**config.mk**
```make
export PLATFORM = sky130hd
export DESIGN_NAME = booth_mul_arbiter
export DESIGN_NICKNAME = d
export VERILOG_FILES = /design/src/rtl/booth_arb_pkg.sv /design/src/rtl/booth_rr_grant.sv /design/src/rtl/booth_mul_arbiter.sv
export SDC_FILE = /design/constraint.sdc
export NUM_CORES = 1
export LEC_CHECK = 0
export CAP_MARGIN = 20
export CORE_MARGIN = 2
export CORE_UTILIZATION = 42
export CTS_CLUSTER_DIAMETER = 30
export DETAILED_ROUTE_END_ITERATION = 8
export PLACE_DENSITY_LB_ADDON = 0.3
export SYNTH_ARGS = -nofsm -noshare
export SYNTH_HDL_FRONTEND = slang
export SYNTH_SLANG_ARGS = --single-unit
```
**constraint.sdc**
```tcl
create_clock -name clk -period 3.7 [get_ports clk]
set_input_delay 1.11 -clock clk [delete_from_list [all_inputs] [get_ports clk]]
set_output_delay 1.11 -clock clk [all_outputs]
set_load 0.02 [all_outputs]
```
**src/rtl/booth_arb_pkg.sv**
```systemverilog
// booth_arb_pkg: shared state encoding and sizing helpers for the round-robin
// multiplier arbiter.
package booth_arb_pkg;

  localparam int OP_W_DEF = 8;

  typedef enum logic [1:0] {
    IDLE  = 2'd0,
    ISSUE = 2'd1,
    WAIT  = 2'd2,
    DONE  = 2'd3
  } arb_state_e;

  // Index width that stays at least one bit wide for NUM_REQ == 2.
  function automatic int idx_w(input int n);
    return (n <= 2) ? 1 : $clog2(n);
  endfunction

endpackage

```
**src/rtl/booth_rr_grant.sv**
```systemverilog
// booth_rr_grant: combinational round-robin find-first, searching from ptr+1
// with wrap-around, so the last winner has lowest priority.
module booth_rr_grant
  import booth_arb_pkg::*;
#(
  parameter int NUM_REQ = 4,
  parameter int IW      = idx_w(NUM_REQ)
)(
  input  logic [NUM_REQ-1:0] req,
  input  logic [IW-1:0]      ptr,
  output logic [NUM_REQ-1:0] onehot,
  output logic [IW-1:0]      idx,
  output logic               any
);

  logic [IW-1:0] j;

  always_comb begin
    onehot = '0;
    idx    = '0;
    any    = 1'b0;
    j      = '0;
    for (int k = 1; k <= NUM_REQ; k++) begin
      j = IW'((int'(ptr) + k) % NUM_REQ);
      if (!any && req[j]) begin
        any       = 1'b1;
        idx       = j;
        onehot[j] = 1'b1;
      end
    end
  end

endmodule

```
**src/rtl/booth_mul_arbiter.sv**
```systemverilog
// booth_mul_arbiter: round-robin sharing of one booths_multiplier among NUM_REQ
// requesters. Define BOOTH_ARB_TIMEOUT_EN for the WAIT timeout and err port.
module booth_mul_arbiter
  import booth_arb_pkg::*;
#(
  parameter  int NUM_REQ        = 4,
  parameter  int OP_W           = OP_W_DEF,
  parameter  int TIMEOUT_CYCLES = 64,
  localparam int GW             = idx_w(NUM_REQ)
)(
  input  logic                    clk,
  input  logic                    reset,
  input  logic [NUM_REQ-1:0]      req,
  input  logic [NUM_REQ*OP_W-1:0] a_in,
  input  logic [NUM_REQ*OP_W-1:0] b_in,
  output logic [NUM_REQ-1:0]      ack,
  output logic [2*OP_W-1:0]       r_out,
  output logic [GW-1:0]           grant_id,
  output logic                    busy,
  output logic                    mul_start,
  output logic [OP_W-1:0]         mul_a,
  output logic [OP_W-1:0]         mul_b,
  input  logic [2*OP_W-1:0]       mul_r,
  input  logic                    mul_ready
`ifdef BOOTH_ARB_TIMEOUT_EN
  ,
  output logic                    err
`endif
);

  if (NUM_REQ < 2 || TIMEOUT_CYCLES < 1) begin : g_cfg_chk
    $error("booth_mul_arbiter: NUM_REQ must be >= 2 and TIMEOUT_CYCLES >= 1");
  end

  arb_state_e state, nstate;

  logic [NUM_REQ-1:0][OP_W-1:0] a_v, b_v;
  logic [NUM_REQ-1:0]           g_oh, gnt_oh;
  logic [GW-1:0]                g_idx, ptr;
  logic                         g_any, armed, mul_done, to_hit;

  assign a_v = a_in;
  assign b_v = b_in;

  booth_rr_grant #(.NUM_REQ(NUM_REQ), .IW(GW)) u_rr (
    .req    (req),
    .ptr    (ptr),
    .onehot (g_oh),
    .idx    (g_idx),
    .any    (g_any)
  );

  // A ready that was already high at ISSUE belongs to the previous op; only a
  // ready seen after a low cycle completes this one.
  assign mul_done = armed && mul_ready;

`ifdef BOOTH_ARB_TIMEOUT_EN
  localparam int CW = $clog2(TIMEOUT_CYCLES + 1);
  logic [CW-1:0] wait_cnt;
  logic          to_flag;
  assign to_hit = (wait_cnt == CW'(TIMEOUT_CYCLES - 1));
`else
  assign to_hit = 1'b0;
`endif

  always_ff @(posedge clk) begin
    if (reset) state <= IDLE;
    else       state <= nstate;
  end

  always_comb begin
    nstate = state;
    case (state)
      IDLE:    if (g_any) nstate = ISSUE;
      ISSUE:   nstate = WAIT;
      WAIT:    if (mul_done || to_hit) nstate = DONE;
      DONE:    nstate = IDLE;
      default: nstate = IDLE;
    endcase
  end

  always_comb begin
    mul_start = (state == ISSUE);
    busy      = (state != IDLE);
    ack       = (state == DONE) ? gnt_oh : '0;
`ifdef BOOTH_ARB_TIMEOUT_EN
    err       = (state == DONE) && to_flag;
`endif
  end

  always_ff @(posedge clk) begin
    if (reset) begin
      ptr      <= GW'(NUM_REQ - 1);
      grant_id <= '0;
      gnt_oh   <= '0;
      mul_a    <= '0;
      mul_b    <= '0;
      r_out    <= '0;
      armed    <= 1'b0;
`ifdef BOOTH_ARB_TIMEOUT_EN
      wait_cnt <= '0;
      to_flag  <= 1'b0;
`endif
    end else begin
      case (state)
        IDLE: if (g_any) begin
          mul_a    <= a_v[g_idx];
          mul_b    <= b_v[g_idx];
          grant_id <= g_idx;
          gnt_oh   <= g_oh;
          ptr      <= g_idx;
        end
        ISSUE: begin
          armed <= 1'b0;
`ifdef BOOTH_ARB_TIMEOUT_EN
          wait_cnt <= '0;
          to_flag  <= 1'b0;
`endif
        end
        WAIT: begin
          if (!mul_ready) armed <= 1'b1;
          if (mul_done) r_out <= mul_r;
`ifdef BOOTH_ARB_TIMEOUT_EN
          else if (to_hit) begin
            r_out   <= '0;
            to_flag <= 1'b1;
          end else wait_cnt <= wait_cnt + 1'b1;
`endif
        end
        default: ;
      endcase
    end
  end

endmodule
```
==> results of run 1 <==
## sequential cells by signal, indices dropped and copies added (netlist names)
| signal | count |
|---|---|
| armed | 1 |
| gnt_oh | 4 |
| grant_id | 2 |
| mul_a | 8 |
| mul_b | 8 |
| ptr | 2 |
| r_out | 16 |
| state | 2 |
## tightest hold or removal path: cells and delay by family, from the launching register on
kind / cells / cell delay, ps
flip-flops: 1 / 320
AND/OR/NAND/NOR: 1 / 50
AO/OA/AOI/OAI: 1 / 50
## through the flow
step	total power (W)	area [um^2]	util	instances
floorplan	0.00207	2760	-	304
global placement	0.00259	4100	0.646	494
detailed placement	0.00263	4100	0.646	494
CTS	0.00293	4190	0.659	502
global route	0.00313	4190	0.659	502
finish	0.00291	4190	0.659	502
## synthesized netlist by cell type, drive strengths merged (6+ instances only)
cell | instances | share of area
a211oi | 36 | 0.12
a21oi | 17 | 0.031
and3 | 33 | 0.075
buf | 9 | 0.024
clkbuf | 15 | 0.022
dfxtp | 43 | 0.31
ha | 12 | 0.054
inv | 8 | 0.011
nand2 | 35 | 0.048
nand2b | 19 | 0.043
nor2 | 18 | 0.031
nor3 | 6 | 0.011
o32ai | 17 | 0.084
## layout by cell type, fill, tap and decap left out, types with 10 or more instances in the layout
cell type / instances
clkdlybuf4s50_1: 126
dfxtp_1: 43
nand2_1: 35
and3_1: 33
a211oi_1: 26
nand2b_1: 19
a21oi_1: 17
nor2_1: 15
ha_1: 12
o32ai_2: 11
a211oi_2: 10
## kinds of logic after synthesis
logic type	count (synthesis)	share of synthesized area
buffers and inverters	32	0.0571
AOI/OAI and AO/OA	85	0.283
muxes	10	0.0553
adders and majority gates	12	0.0544
and+or+nand+nor	120	0.232
DFF	43	0.312
xor gates and xnor gates	2	0.00635
## final cells by class
class	instances	area [um^2]
fillers	535	2160
well taps	77	96.3
inverters	8	30.0
clock buffers	6	72.6
clock inverters	2	12.5
repair buffers	137	1370
flip-flops and latches	43	861
multi-input cells	229	1740
## metal layers
layer | part of all wire | track usage | wire (um) | vias to the layer above
met5 | 0 | 0 | 0 | -
met4 | 0.026 | 0.0880 | 213 | 0
met1 | 0.43 | 0.277 | 3450 | 1319
li1 | - | - | - | 1362
met3 | 0.044 | 0.0379 | 353 | 17
met2 | 0.50 | 0.387 | 4070 | 76
## power breakdown
group	switching, W	total (W)	internal (W)	leakage [nW]
Combinational	0.00107	0.00197	0.000907	1.18
Sequential	0.0000686	0.000645	0.000577	0.352
Clock	0.000163	0.000295	0.000132	0.0412
## how the worst max path moves through the flow
stage	depth (start not counted)	startpoint	to
after global placement	8	req[2]	mul_a[6]
final	8	req[0]	mul_a[6]
after detailed placement	8	req[2]	mul_a[6]
after global routing	8	req[2]	mul_a[6]
after floorplan	7	req[1]	mul_a[0]
after CTS	8	req[0]	mul_a[6]
==> metrics.yaml, run 1 <==
layout-drive-gt1-share: 0.127
grt_max_degree: 44
placementRows: 29
wl_um: 8080
crit_fanout: 9
irDropWorstVdd_uv: 560
antenna_found_initial: 0
ys_seq_area_frac: 0.312
ys_seq_elements: 43
drv_cap: 0
status: "complete, no violations"
rrSetupSlack_ps: 690
ios: 127
areaGrowthSynthToFinish_pct: 51.6
crit_slowest_cell: "mux4_2"
synthCells: 304
wl_per_cell_um: 16.1
path_cells: "clkdlybuf4s50_1, mux4_2, or3_4, nor2_8, o32ai_2, buf_4, a211oi_1, o32ai_2"
r2r_cells: 9
clk_latency_ps: 290
vias: 2774
cts.repair.resized: 0
fin_ws_ps: 397
io_buffers: 126
slowest_delay_ps: 540
post-place-ws_ps: 99.1
leakage_nw: 1.57
core_mm2: 0.00635
worstPathRequired_ps: 3880
synth_area_mm2: 0.00276
crit_type: "in2reg"
cts_inserted_buffers: 5
crit_top_cell: "o32ai_2"
synth-async-reset-ratio: 0
htreeDepth: 2
drtPass1Iterations: 6
cts_tree: "yes"
fin_setup_tns_ps: 0
grtUsageTotal: 0.224
die_h_um: 85.1
cts_root_buf: "clkbuf_8"
cts_buffer_depth: 2
final_max_slew_viol_count: 0
cp-start-kind: "input pin"
grt-ovfl-total: 0
nets: 523
crit_path_end_kind: "flop"
fin_crit_ps: 3300
gp_congestion: 0.801
holdPathStages: 2
holdPathEnd: "r_out[5]"
grt_pass1_wl_um: 13100
fmax_mhz: 303
insertedDiodeCount: 0
drc: 0
max_slew_margin: 0.588
powerDensity_mw_per_mm2: 696
synth_area_per_cell_um2: 9.08
dpl.hpwl_um: 5930
die-area_mm2: 0.00724
postCtsHoldBufs: 0
syn-num-nets: 403
skew_ps: 12.6
path_delay_family: "buffers and inverters"
worst_slew_pin_slew_ps: 616
synth_edf_count: 0
clk_pin_slew_ps: 90
first_global_vias: 2691
hold_viol: 0
drt-initial-drc-count: 114
synth_ff_type: "dfxtp_1"
hp-class: "reg2reg"
cp_num_buf_inv: 2
clock_sinks: 43
rsz0062_at_grt: "false"
drtAntennaViolNets: 0
holdWs_ps: 462
die_x_um: 85.1
arrival_ps: 3480
setup_viol: 0
fin_crit_sh: 0.893
min_from: "r_out[5]"
reg2reg_to: "mul_a[6]"
r2r-start: "ptr[1]"
cts_setup_buffers: 0
yosys_warnings: 0
ys_types: 38
start_util: 0.435
vias_per_cell: 5.53
Power figures use the tool's default switching activity.
==> run 2, diff against run 1 <==
--- a/config.mk
+++ b/config.mk
@@ -5,12 +5,12 @@
 export SDC_FILE = /design/constraint.sdc
 export NUM_CORES = 1
 export LEC_CHECK = 0
-export CAP_MARGIN = 20
 export CORE_MARGIN = 2
 export CORE_UTILIZATION = 42
 export CTS_CLUSTER_DIAMETER = 30
 export DETAILED_ROUTE_END_ITERATION = 8
 export PLACE_DENSITY_LB_ADDON = 0.3
+export SLEW_MARGIN = 20
 export SYNTH_ARGS = -nofsm -noshare
 export SYNTH_HDL_FRONTEND = slang
 export SYNTH_SLANG_ARGS = --single-unit
==> results of run 2 <==
Final layout, timing and power as in run 1 (identical DEF).
